$ cat src/rtl/uart_pkg.sv
// Shared types and constants for the uart_port peripheral.
package uart_pkg;
  localparam int DATA_BITS   = 8;
  localparam int ERR_FRAME   = 0;
  localparam int ERR_OVERRUN = 1;
  localparam int ERR_TX_OVF  = 2;

  typedef enum logic [1:0] {TX_IDLE, TX_START, TX_DATA, TX_STOP} tx_state_t;
  typedef enum logic [2:0] {RX_IDLE, RX_START, RX_DATA, RX_STOP, RX_WAIT_HIGH} rx_state_t;
endpackage

$ cat src/rtl/uart_fifo.sv
// Small synchronous FIFO; head reads as zero when empty.
module uart_fifo #(
  parameter int WIDTH = 8,
  parameter int AW    = 2
) (
  input  logic             clk,
  input  logic             rst,
  input  logic             push,
  input  logic             pop,
  input  logic [WIDTH-1:0] din,
  output logic [WIDTH-1:0] head,
  output logic             full,
  output logic             empty
);
  localparam int DEPTH = 1 << AW;

  logic [WIDTH-1:0] mem [DEPTH];
  logic [AW:0]      wptr, rptr, count;
  logic             do_push, do_pop;

  // Pointers carry one extra bit so count wraps modulo 2*DEPTH.
  assign count   = wptr - rptr;
  assign full    = (count == (AW+1)'(DEPTH));
  assign empty   = (count == '0);
  assign do_pop  = pop && !empty;
  // A pop in the same cycle frees the slot, so a push into a full FIFO still lands.
  assign do_push = push && (!full || do_pop);
  assign head    = empty ? '0 : mem[rptr[AW-1:0]];

  always_ff @(posedge clk or posedge rst) begin
    if (rst) begin
      wptr <= '0;
      rptr <= '0;
    end else begin
      if (do_push) wptr <= wptr + 1'b1;
      if (do_pop)  rptr <= rptr + 1'b1;
    end
  end

  always_ff @(posedge clk) begin
    if (do_push) mem[wptr[AW-1:0]] <= din;
  end
endmodule

$ cat src/rtl/uart_port.sv
// CPU-side 8N1 UART: TX/RX FIFOs, serialiser, deserialiser, sticky errors.
module uart_port
  import uart_pkg::*;
#(
  parameter int CLK_DIV = 16,
  parameter int FIFO_AW = 2
) (
  input  logic       clk,
  input  logic       reset,
  input  logic [7:0] data_in,
  input  logic       _wr,
  input  logic       _rd,
  output logic [7:0] data_out,
  output logic       flag_di,
  output logic       flag_do,
  output logic       tx,
  input  logic       rx,
  input  logic       clr_err,
  output logic [2:0] err
);
  localparam int TW = $clog2(CLK_DIV);
  localparam logic [TW-1:0] T_END = TW'(CLK_DIV - 1);
  localparam logic [TW-1:0] T_MID = TW'(CLK_DIV / 2 - 1);
  localparam logic [2:0]    LAST_BIT = 3'(DATA_BITS - 1);

  logic       wr, rd;
  logic       tx_full, tx_empty, tx_push, tx_pop;
  logic       rx_full, rx_empty, rx_push;
  logic [7:0] tx_head;
  logic [2:0] err_set;

  tx_state_t  tx_st;
  logic [TW-1:0] tx_tmr;
  logic [2:0] tx_bit;
  logic [7:0] tx_sh;

  rx_state_t  rx_st;
  logic [TW-1:0] rx_tmr;
  logic [2:0] rx_bit;
  logic [7:0] rx_sh;
  logic       rx_s1, rx_s2, rx_prev;

  assign wr      = !_wr;
  assign rd      = !_rd;
  assign tx_push = wr && !tx_full;
  assign tx_pop  = !tx_empty &&
                   ((tx_st == TX_IDLE) || (tx_st == TX_STOP && tx_tmr == T_END));
  assign rx_push = (rx_st == RX_STOP) && (rx_tmr == T_END) && rx_s2;

  uart_fifo #(.WIDTH(8), .AW(FIFO_AW)) u_tx_fifo (
    .clk(clk), .rst(reset), .push(tx_push), .pop(tx_pop), .din(data_in),
    .head(tx_head), .full(tx_full), .empty(tx_empty)
  );

  uart_fifo #(.WIDTH(8), .AW(FIFO_AW)) u_rx_fifo (
    .clk(clk), .rst(reset), .push(rx_push), .pop(rd), .din(rx_sh),
    .head(data_out), .full(rx_full), .empty(rx_empty)
  );

  assign flag_di = !rx_empty;
  assign flag_do = !tx_full;

  always_comb begin
    err_set              = '0;
    err_set[ERR_TX_OVF]  = wr && tx_full;
    // Overrun only when no CPU pop makes room on the same edge.
    err_set[ERR_OVERRUN] = rx_push && rx_full && !rd;
    err_set[ERR_FRAME]   = (rx_st == RX_STOP) && (rx_tmr == T_END) && !rx_s2;
  end

  always_ff @(posedge clk or posedge reset) begin
    if (reset) err <= '0;
    else       err <= (clr_err ? 3'b000 : err) | err_set;
  end

  // tx is registered from the current state, so the line lags the FSM by one cycle.
  always_ff @(posedge clk or posedge reset) begin
    if (reset) begin
      tx_st  <= TX_IDLE;
      tx_tmr <= '0;
      tx_bit <= '0;
      tx_sh  <= '0;
      tx     <= 1'b1;
    end else begin
      tx <= (tx_st == TX_START) ? 1'b0 : (tx_st == TX_DATA) ? tx_sh[0] : 1'b1;
      if (tx_st == TX_IDLE) tx_tmr <= '0;
      else                  tx_tmr <= (tx_tmr == T_END) ? '0 : tx_tmr + 1'b1;
      case (tx_st)
        TX_IDLE: if (tx_pop) begin
          tx_sh <= tx_head;
          tx_st <= TX_START;
        end
        TX_START: if (tx_tmr == T_END) begin
          tx_bit <= '0;
          tx_st  <= TX_DATA;
        end
        TX_DATA: if (tx_tmr == T_END) begin
          tx_sh  <= {1'b0, tx_sh[7:1]};
          tx_bit <= tx_bit + 1'b1;
          if (tx_bit == LAST_BIT) tx_st <= TX_STOP;
        end
        TX_STOP: if (tx_tmr == T_END) begin
          if (tx_pop) begin
            tx_sh <= tx_head;
            tx_st <= TX_START;
          end else begin
            tx_st <= TX_IDLE;
          end
        end
        default: tx_st <= TX_IDLE;
      endcase
    end
  end

  always_ff @(posedge clk or posedge reset) begin
    if (reset) begin
      rx_s1   <= 1'b1;
      rx_s2   <= 1'b1;
      rx_prev <= 1'b1;
      rx_st   <= RX_IDLE;
      rx_tmr  <= '0;
      rx_bit  <= '0;
      rx_sh   <= '0;
    end else begin
      rx_s1   <= rx;
      rx_s2   <= rx_s1;
      rx_prev <= rx_s2;
      case (rx_st)
        RX_IDLE: begin
          rx_tmr <= '0;
          if (rx_prev && !rx_s2) rx_st <= RX_START;
        end
        RX_START: begin
          rx_tmr <= rx_tmr + 1'b1;
          if (rx_tmr == T_MID) begin
            rx_tmr <= '0;
            rx_bit <= '0;
            rx_st  <= rx_s2 ? RX_IDLE : RX_DATA;
          end
        end
        RX_DATA: begin
          rx_tmr <= rx_tmr + 1'b1;
          if (rx_tmr == T_END) begin
            rx_tmr <= '0;
            rx_sh  <= {rx_s2, rx_sh[7:1]};
            rx_bit <= rx_bit + 1'b1;
            if (rx_bit == LAST_BIT) rx_st <= RX_STOP;
          end
        end
        RX_STOP: begin
          rx_tmr <= rx_tmr + 1'b1;
          if (rx_tmr == T_END) begin
            rx_tmr <= '0;
            rx_st  <= rx_s2 ? RX_IDLE : RX_WAIT_HIGH;
          end
        end
        RX_WAIT_HIGH: if (rx_s2) rx_st <= RX_IDLE;
        default: rx_st <= RX_IDLE;
      endcase
    end
  end
endmodule

$ cat config.mk
export PLATFORM = sky130hd
export DESIGN_NAME = uart_port
export DESIGN_NICKNAME = d
export VERILOG_FILES = /design/src/rtl/uart_pkg.sv /design/src/rtl/uart_fifo.sv /design/src/rtl/uart_port.sv
export SDC_FILE = /design/constraint.sdc
export NUM_CORES = 1
export LEC_CHECK = 0
export CORE_MARGIN = 2
export CORE_UTILIZATION = 55
export DETAILED_ROUTE_END_ITERATION = 12
export PLACE_DENSITY = 0.74
export REMOVE_ABC_BUFFERS = 1
export SYNTH_ARGS = -nofsm -noshare
export SYNTH_HDL_FRONTEND = slang
export SYNTH_SLANG_ARGS = --single-unit
export TNS_END_PERCENT = 100
$ cat constraint.sdc
create_clock -name clk -period 6.2 [get_ports clk]
set_input_delay 1.24 -clock clk [delete_from_list [all_inputs] [get_ports clk]]
set_output_delay 1.24 -clock clk [all_outputs]
set_load 0.01 [all_outputs]
==> reports/metrics.csv, run 1 <==
metric;value;unit
run_status;complete, no violations;
power.switching;0.000935;W
critical_path.cell_chain;ha_1 > nor2b_1 > xnor2_1 > nand3_1 > clkdlybuf4s50_1;
tritoncts.num_buffers;17;
cts.repair.resized;0;
seq_power_share;40.7;%
via_count_of_the_first_global_routing_pass;2919;
fin_hold_ws;0.354;ns
synthesized_cell_area;5270;sq um
avgViaCountPerCell;5.38;
post_synth_num_cell_types;50;
fin_nets;440;
htree_num_levels;4;
multi_input_comb_area;1860;sq um
fin_crit;4.28;ns
ys_seq_area_share;62.2;%
starting_density_of_the_core;56.7;%
layout.filler_cells;724;
final-hold-violation-count;0;
crit_path_max_fanout;11;
grt_usage;18.3;%
post_cts_hold_buffer_count;0;
path_type_of_the_worst_min_delay_path;flop to flop;
pwr-share-clk;29.0;%
placed_cells;510;
syn-instance-count;366;
vdd.ir_drop.worst;0.241;mV
synth_edf_count;64;
vias;2916;
initial_drt_pass_iterations;6;
fin_setup_tns;0;ns
timing.critical_path.to_type;output port;
measured_slew_at_the_worst_slew_check_pin;0.920;ns
combinational_power_share;30.4;%
place_hpwl;5.62;mm
timing.critical_path.required;4.96;ns
die-area;10400;sq um
worst_slew_margin_rel;38.2;%
finalWeightedCongestion;0.735;
worst_skew_pair.late_latency;0.51;ns
design_area;6160;sq um
largest_net_degree_at_the_start_of_global_routing;48;
crit_slowest_cell;xnor2_1;
fraction_of_synthesized_cell_area_taken_by_the_top_area_cell_type;36.5;%
placementRows;35;
crit_family;XOR/XNOR gates;
layout_setup_ws;1.92;ns
ys_top_cells_by_area;edfxtp_1 36%, dfrtp_1 24%, mux4_2 6.8%, ha_1 6.2%, mux2_2 3.2%;
yosys_warnings;0;
antenna_found_initial;0;
fin_cells;542;
postRouteWirelength;8.44;mm
tritoncts;yes;
final-max-slew-violation-count;0;
critPathLaunchType;flop;
grt_first_pass_wirelength;14.3;mm
post-route-period-util;69.0;%
synth_area_per_cell;14.4;sq um
crit_arrival;3.04;ns
ant_nets;0;
die-width;102;um
drt_drc_violations_left;0;
drt_first_iter_violations;182;
die_height;102;um
post-place-ws;2.43;ns
synth_flop_cell;edfxtp_1;
async_set_or_reset_flop_fraction_in_the_synthesized_netlist;45.8;%
port_buffers;27;
cellLeakagePower;2.45;nW
avgRoutedWirePerCell;15.6;um
number_of_top_level_design_ports;28;
cts.sink_count;118;
core_region_area;9280;sq um
timing.fmax;0.234;GHz
worst_path_largest_cell_delay;0.73;ns
n_antenna_cell;0;
grt.overflow.total;0;
finalSetupViolations;0;
internal_power;0.00188;W
timing.critical_path.buf_inv;1;
synth-seq-cells;118;
syn2layout_area_growth;16.9;%
grt_setup_unrepaired;no;
cts.path.max_buffers;2;
fin_worst_skew;0.0106;ns
dpl_cell_area;5650;sq um
p_sw_share;33.2;%
power_per_unit_of_standard_cell_area;457;nW/um^2
area_used_by_sequential_logic_in_the_layout;3280;sq um
ctsRootBufferMaster;clkbuf_8;
synth.largest_area_cell;edfxtp_1;
clkTransAtPathRegs;0.05;ns
max_cap_viol_count;0;
crit_type;flop to output port;
drive_gt1_share;19.4;%
postCtsSetupRepairBufs;0;
## cells in the final DEF (no fill, tap or decap), drive strengths merged, types with 11 or more instances in the layout
cell / n
mux4: 16
dfrtp: 50
ha: 26
mux2: 18
clkdlybuf4s50: 27
nor2b: 11
o21ai: 30
nor2: 11
nand2: 30
inv: 19
edfxtp: 64
clkbuf: 18
## path summary, 6_finish.rpt
path | from | endpoint | slack (ns) | cells past startpoint
worst max-delay path | u_tx_fifo.rptr[0]$_DFFE_PP0P_ | flag_do | 1.92 | 5
worst min-delay path | rx_s1$_DFF_PP1_ | rx_s2$_DFF_PP1_ | 0.35 | 0
worst max register to register | u_tx_fifo.rptr[0]$_DFFE_PP0P_ | tx_sh[4]$_DFFE_PP0P_ | 3.39 | 6
worst min register to register | rx_s1$_DFF_PP1_ | rx_s2$_DFF_PP1_ | 0.35 | 0
max in group asynchronous | reset | tx_sh[2]$_DFFE_PP0P_ | 4.43 | 3
min in group asynchronous | reset | u_rx_fifo.wptr[1]$_DFFE_PP0P_ | 0.94 | 2
## power by group through the flow
stage | sequential (W) | clock [W] | combinational [W]
after floorplan | 0.00112 | 0 | 0.000632
after global placement | 0.00115 | 0 | 0.000820
after detailed placement | 0.00116 | 0 | 0.000853
after CTS | 0.00115 | 0.000833 | 0.000866
after global routing | 0.00117 | 0.000868 | 0.000955
final | 0.00115 | 0.000815 | 0.000855
## cell families after synthesis
kind of cell    Yosys count  synth area share [%]
compound gates           60                  7.62
buf+inv                  32                  2.42
xor+xnor                 14                  2.47
fa+ha+maj                26                  6.18
flops                   118                  62.2
mux                      35                  10.9
simple gates             81                  8.20
## flip-flops by register name (all words and copies together), names as in the netlist, 4 cells and up
register	count
rx_sh	8
rx_tmr	4
tx_sh	8
tx_tmr	4
u_rx_fifo.mem	32
u_tx_fifo.mem	32
## layout make-up
class                   count  area share [%]
flip-flops and latches    118            53.2
multi-input cells         216            30.2
clock buffers              18            6.78
repair buffers             29            4.63
well taps                 129            2.62
clock inverters            14            1.42
inverters                  18            1.10
## through the flow
step                utilization (%)  power [W]
floorplan                         -    0.00175
global placement               60.9    0.00198
detailed placement             60.9    0.00202
CTS                            66.3    0.00285
global route                   66.3    0.00300
finish                         66.3    0.00282
## Yosys cell counts, types with 3 or more instances
master / number
a21o_1: 3
nor3_1: 4
clkbuf_1: 8
o21ai_0: 30
dfrtp_1: 50
mux2_2: 15
nand3_1: 4
mux4_2: 16
buf_2: 6
nor2_1: 10
xnor2_1: 7
o22ai_1: 5
edfxtp_1: 64
nand2_1: 30
dfstp_2: 4
xor2_1: 6
and2_1: 4
inv_1: 18
and2_2: 3
ha_1: 26
mux2_1: 3
a21oi_1: 7
nor2b_1: 11
## worst register-to-register path: stages, from the launching register on
cell	delay [ns]
dfrtp_1	0.58
ha_1	0.30
nor2b_1	0.15
xnor2_1	0.73
o2bb2ai_1	0.22
a21oi_4	0.34
mux2_2	0.37
## routing by layer
metal	global-route usage [%]	vias up	wire [um]
met5	0	-	0
li1	-	1421	-
met1	23.7	1430	3840
met4	7.59	0	141
met3	5.20	14	260
met2	29.4	51	4190
Power figures use the tool's default switching activity.
==> run 2, diff against run 1 <==
--- a/config.mk
+++ b/config.mk
@@ -6,9 +6,9 @@
 export NUM_CORES = 1
 export LEC_CHECK = 0
 export CORE_MARGIN = 2
-export CORE_UTILIZATION = 55
+export CORE_UTILIZATION = 54
 export DETAILED_ROUTE_END_ITERATION = 12
-export PLACE_DENSITY = 0.74
+export PLACE_DENSITY = 0.76
 export REMOVE_ABC_BUFFERS = 1
 export SYNTH_ARGS = -nofsm -noshare
 export SYNTH_HDL_FRONTEND = slang
==> constraint.sdc (replaced) <==
create_clock -name clk -period 3.9 [get_ports clk]
set_input_delay 0.78 -clock clk [delete_from_list [all_inputs] [get_ports clk]]
set_output_delay 0.78 -clock clk [all_outputs]
set_load 0.01 [all_outputs]
==> reports/metrics.csv, run 2 (synthesized netlist as in run 1, its figures left out) <==
metric;value;unit;change
worst_skew_pair.late_latency;0.52;ns;about the same
crit_family;simple AND/OR/NAND/NOR gates;;
postRouteWirelength;8.45;mm;+0.14%
grt_first_pass_wirelength;14.1;mm;-0.92%
timing.fmax;0.283;GHz;
critPathLaunchType;flop;;
cts.repair.resized;0;;unchanged
fin_crit;3.53;ns;
cellLeakagePower;2.49;nW;+1.5%
n_antenna_cell;0;;unchanged
place_hpwl;5.45;mm;-3.1%
maxUsedRoutingLayer;met4;;
die_height;103;um;+0.88%
met3_wirelength;307;um;+18%
drt_drc_violations_left;0;;unchanged
crit_arrival;2.75;ns;-0.29 ns
grt_usage;18.4;%;+0.089 points
postCtsSetupRepairBufs;0;;unchanged
avgRoutedWirePerCell;15.4;um;-1.1%
cts.path.max_buffers;2;;unchanged
post-route-period-util;90.6;%;
worst_path_largest_cell_delay;0.59;ns;-0.14 ns
timing.critical_path.to_type;output port;;
grt.overflow.total;0;;unchanged
die-width;103;um;+0.88%
path_type_of_the_worst_min_delay_path;flop to flop;;
number_of_top_level_design_ports;28;;unchanged
dpl_cell_area;5680;sq um;+0.49%
design_area;6280;sq um;+1.9%
tritoncts;yes;;
crit_path_max_fanout;11;;unchanged
avgViaCountPerCell;5.26;;-2.2%
largest_net_degree_at_the_start_of_global_routing;39;;-19%
core_region_area;9640;sq um;+3.8%
initial_drt_pass_iterations;4;;-2
ant_nets;0;;unchanged
crit-reg2reg-capture;u_tx_fifo.mem[3][3]$_DFFE_PP_;;
htree_num_levels;4;;unchanged
critical_path.cell_chain;inv_1 > ha_1 > nor2b_1 > xnor2_1 > and3_1 > nor2b_1 > clkdlybuf4s50_1;;
worst_slew_margin_rel;46.7;%;+8.4 points
finalSetupViolations;0;;unchanged
fin_worst_skew;0.00623;ns;-0.00439 ns
starting_density_of_the_core;54.6;%;-2.1 points
placementRows;36;;+2.9%
drive_gt1_share;20.4;%;+1.1 points
r2r_slack;1.44;ns;-1.95 ns
timing.critical_path.buf_inv;2;;+1
syn2layout_area_growth;19.1;%;
layout_common_cells;64 x edfxtp_1, 50 x dfrtp_1, 30 x nand2_1, 30 x o21ai_0, 27 x clkdlybuf4s50_1;;
via_count_of_the_first_global_routing_pass;2930;;+0.38%
cell_count_of_the_worst_reg_to_reg_path;7;;+1
fin_setup_tns;0;ns;unchanged
vias;2889;;-0.93%
max_cap_viol_count;0;;unchanged
vdd.ir_drop.worst;0.504;mV;+110%
antenna_found_initial;0;;unchanged
final-max-slew-violation-count;0;;unchanged
fin_nets;443;;+0.68%
finalWeightedCongestion;0.773;;+5.3%
timing.critical_path.required;3.12;ns;-1.84 ns
route.layer.met1.wl;3.79;mm;-1.2%
crit_slowest_cell;dfrtp_1;;
power_per_unit_of_standard_cell_area;767;nW/um^2;+68%
clkTransAtPathRegs;0.06;ns;about the same
die-area;10600;sq um;+1.8%
layout_commonest_cell;edfxtp_1;;
worst_hold_path.endpoint;rx_s2$_DFF_PP1_;;
ctsRootBufferMaster;clkbuf_8;;
hold_path.startpoint;rx_s1$_DFF_PP1_;;
grt_setup_unrepaired;no;;
number_of_stages_on_the_worst_hold_path;0;;unchanged
routed-wl-met2;4.28;mm;+2.2%
run_status;complete, no violations;;
critical-path-top-cell-by-count;nor2b_1;;
crit_type;flop to output port;;
tritoncts.num_buffers;17;;unchanged
port_buffers;27;;unchanged
post_cts_hold_buffer_count;0;;unchanged
cts.sink_count;118;;unchanged
measured_slew_at_the_worst_slew_check_pin;0.799;ns;-0.121 ns
final-hold-violation-count;0;;unchanged
drt_first_iter_violations;93;;-49%
r2r_start;u_tx_fifo.rptr[1]$_DFFE_PP0P_;;
==> run 2: cell count changes in the layout (fill, tap and decap cells not counted) <==
cell and change:
clkinv_2 -4, buf_4 +3, bufinv_16 +3, clkinv_4 +2, clkbuf_1 -1, clkinv_1 -1
inv_6 +1
==> run 2: worst max-delay path by stage <==
stage	start	endpoint	slack [ns]	depth (start not counted)
2_1_floorplan	u_tx_fifo.rptr[0]$_DFFE_PP0P_	flag_do	1.40	4
3_3_place_gp	u_rx_fifo.rptr[1]$_DFFE_PP0P_	data_out[2]	0.97	7
3_5_place_dp	u_rx_fifo.rptr[1]$_DFFE_PP0P_	data_out[7]	0.88	7
4_1_cts	u_rx_fifo.rptr[1]$_DFFE_PP0P_	data_out[2]	0.28	7
5_1_grt	u_rx_fifo.rptr[1]$_DFFE_PP0P_	data_out[7]	0.14	7
6_report	u_rx_fifo.rptr[1]$_DFFE_PP0P_	data_out[2]	0.37	7
==> run 2: per-stage QoR <==
step	worst slack [ns]	total power (W)	utilization [%]	hold slack (ns)	cells
final	0.366	0.00482	65.1	0.359	549
after CTS	0.284	0.00487	65.1	0.361	549
after floorplan	1.40	0.00283	-	0.345	352
after detailed placement	0.879	0.00330	58.9	0.353	517
after global routing	0.136	0.00513	65.1	0.367	549
after global placement	0.969	0.00323	58.9	0.349	517
==> run 2: per-layer routing <==
metal | track usage, % | vias up
li1 | - | 1419
met5 | 0 | -
met2 | 30.3 | 56
met4 | 6.68 | 0
met1 | 22.9 | 1406
met3 | 6.10 | 8
==> run 2: cell type report <==
type / count / area, sq um
clock buffers: 17 / 414
inverters: 18 / 67.6
clock inverters: 15 / 180
repair buffers: 32 / 308
well taps: 133 / 166
flip-flops and latches: 118 / 3280
multi-input cells: 216 / 1860
fillers: 717 / 3360
==> run 2: power by group <==
part / switching, W / total (W) / leakage (nW) / internal [W]
clock: 0.000574 / 0.00155 / 0.273 / 0.000974
combinational: 0.000767 / 0.00150 / 0.909 / 0.000734
sequential: 0.000196 / 0.00177 / 1.31 / 0.00157
==> run 3, diff against run 2 <==
--- a/config.mk
+++ b/config.mk
@@ -6,9 +6,10 @@
 export NUM_CORES = 1
 export LEC_CHECK = 0
 export CORE_MARGIN = 2
-export CORE_UTILIZATION = 54
+export CORE_UTILIZATION = 55
+export CTS_BUF_LIST = sky130_fd_sc_hd__clkbuf_8
 export DETAILED_ROUTE_END_ITERATION = 12
-export PLACE_DENSITY = 0.76
+export PLACE_DENSITY = 0.77
 export REMOVE_ABC_BUFFERS = 1
 export SYNTH_ARGS = -nofsm -noshare
 export SYNTH_HDL_FRONTEND = slang
==> reports/metrics.csv, run 3 (synthesized netlist as in run 1, its figures left out) <==
metric;value;unit;change
antenna_found_initial;0;;unchanged
finalSetupViolations;0;;unchanged
fin_worst_skew;0.0124;ns;+0.00614 ns
worst_slew_margin_rel;56.1;%;+9.4 points
totalPowerFinal;0.00444;W;-7.8%
multi_input_comb_area;1860;sq um;unchanged
core_region_area;9280;sq um;-3.7%
grt_first_pass_wirelength;14.5;mm;+2.5%
crit_path_max_fanout;11;;unchanged
port_buffers;27;;unchanged
grt_setup_unrepaired;no;;
seq_power_share;39.8;%;+3.1 points
max_cap_viol_count;0;;unchanged
critPathLaunchType;flop;;
r2r_start;u_tx_fifo.rptr[1]$_DFFE_PP0P_;;
syn2layout_area_growth;15.7;%;
timing.critical_path.from;u_rx_fifo.rptr[1]$_DFFE_PP0P_;;
clkTransAtPathRegs;0.08;ns;+0.02 ns
fin_crit;3.40;ns;-0.135 ns
path_type_of_the_worst_min_delay_path;flop to flop;;
avgRoutedWirePerCell;15.7;um;+1.9%
grt_usage;18.5;%;+0.12 points
largest_net_degree_at_the_start_of_global_routing;45;;+15%
drive_gt1_share;19.5;%;-0.96 points
timing.fmax;0.294;GHz;+4.0%
place_hpwl;5.85;mm;+7.5%
power.switching;0.00145;W;-5.9%
drt_first_iter_violations;79;;-15%
worst_hold_path.endpoint;rx_s2$_DFF_PP1_;;
layout_common_cells;64 x edfxtp_1, 50 x dfrtp_1, 30 x nand2_1, 30 x o21ai_0, 27 x clkdlybuf4s50_1;;
finalWeightedCongestion;0.817;;+5.6%
cellLeakagePower;2.42;nW;-2.5%
die-width;102;um;-0.88%
tritoncts.num_buffers;17;;unchanged
htree_num_levels;4;;unchanged
die-area;10400;sq um;-1.7%
drt_drc_violations_left;0;;unchanged
combinational_power_share;33.9;%;+2.7 points
crit_type;flop to output port;;
hold_path.startpoint;rx_s1$_DFF_PP1_;;
r2r_slack;1.37;ns;-0.07 ns
placementRows;35;;-2.8%
post_cts_hold_buffer_count;0;;unchanged
crit-reg2reg-capture;u_tx_fifo.mem[3][5]$_DFFE_PP_;;
area_used_by_sequential_logic_in_the_layout;3280;sq um;unchanged
vdd.ir_drop.worst;0.374;mV;-26%
layout.filler_cells;673;;-6.1%
layout_commonest_cell;edfxtp_1;;
vias;2960;;+2.5%
cell_count_of_the_worst_reg_to_reg_path;7;;unchanged
pwr-share-clk;26.3;%;-5.8 points
n_antenna_cell;0;;unchanged
cts.sink_count;118;;unchanged
timing.critical_path.required;3.12;ns;about the same
measured_slew_at_the_worst_slew_check_pin;0.659;ns;-0.140 ns
die_height;102;um;-0.88%
post-route-period-util;87.2;%;-3.5 points
fin_setup_tns;0;ns;unchanged
number_of_stages_on_the_worst_hold_path;0;;unchanged
layout_setup_ws;0.501;ns;+0.135 ns
final-hold-violation-count;0;;unchanged
avgViaCountPerCell;5.43;;+3.2%
initial_drt_pass_iterations;4;;unchanged
crit_arrival;2.62;ns;-0.13 ns
ctsRootBufferMaster;clkbuf_8;;
via_count_of_the_first_global_routing_pass;3030;;+3.4%
tritoncts;yes;;
cts.path.max_buffers;2;;unchanged
post-place-ws;0.915;ns;+0.0360 ns
cts.repair.resized;0;;unchanged
ant_nets;0;;unchanged
postRouteWirelength;8.55;mm;+1.2%
starting_density_of_the_core;56.7;%;+2.1 points
grt.overflow.total;0;;unchanged
p_sw_share;32.6;%;+0.67 points
worst_skew_pair.late_latency;0.41;ns;-0.11 ns
power_per_unit_of_standard_cell_area;728;nW/um^2;-5.1%
fin_nets;443;;unchanged
postCtsSetupRepairBufs;0;;unchanged
final-max-slew-violation-count;0;;unchanged
timing.critical_path.to_type;output port;;
number_of_top_level_design_ports;28;;unchanged
run_status;complete, no violations;;
internal_power;0.00299;W;-8.7%
-- run 3: power groups by stage --
stage	clock [W]	sequential (W)	combinational, W
after floorplan	0	0.00178	0.00104
after global placement	0	0.00178	0.00147
after detailed placement	0	0.00179	0.00152
after CTS	0.00119	0.00177	0.00153
after global routing	0.00125	0.00181	0.00170
final	0.00117	0.00177	0.00151
-- run 3: critical path: stages (launching register included) --
cell,delay [ns]
dfrtp_1,0.61
inv_1,0.09
ha_1,0.22
nor2b_1,0.13
xnor2_1,0.12
and3_1,0.45
nor2b_1,0.10
clkdlybuf4s50_1,0.49
-- run 3: stage by stage --
step                instances  hold slack, ns  utilization, %  cell area (sq um)
floorplan                 352           0.345               -               5210
global placement          513           0.347            61.1               5680
detailed placement        513           0.348            61.1               5680
CTS                       545           0.357            65.7               6100
global route              545           0.359            65.7               6100
finish                    545           0.357            65.7               6100
-- run 3: layer usage --
metal	vias to the layer above	wire length (um)	part of all wire, %	GRT usage [%]
li1	1425	-	-	-
met1	1481	3800	44	23.3
met2	44	4390	51	31.4
met3	10	239	2.8	4.24
met4	0	114	1.3	7.38
met5	-	0	0	0
-- run 3: worst max path at each step --
stage / to / slack [ns] / cells past startpoint
floorplan: flag_do / 1.40 / 4
CTS: data_out[4] / 0.44 / 7
finish: data_out[4] / 0.50 / 7
detailed placement: data_out[4] / 0.91 / 7
global placement: data_out[0] / 0.97 / 7
global route: data_out[3] / 0.30 / 7
-- run 3: final cells by class --
cell class / count / area share, %
clock buffers: 17 / 3.84
clock inverters: 15 / 3.06
inverters: 18 / 1.11
multi-input cells: 216 / 30.5
flip-flops and latches: 118 / 53.8
well taps: 129 / 2.65
repair buffers: 32 / 5.05
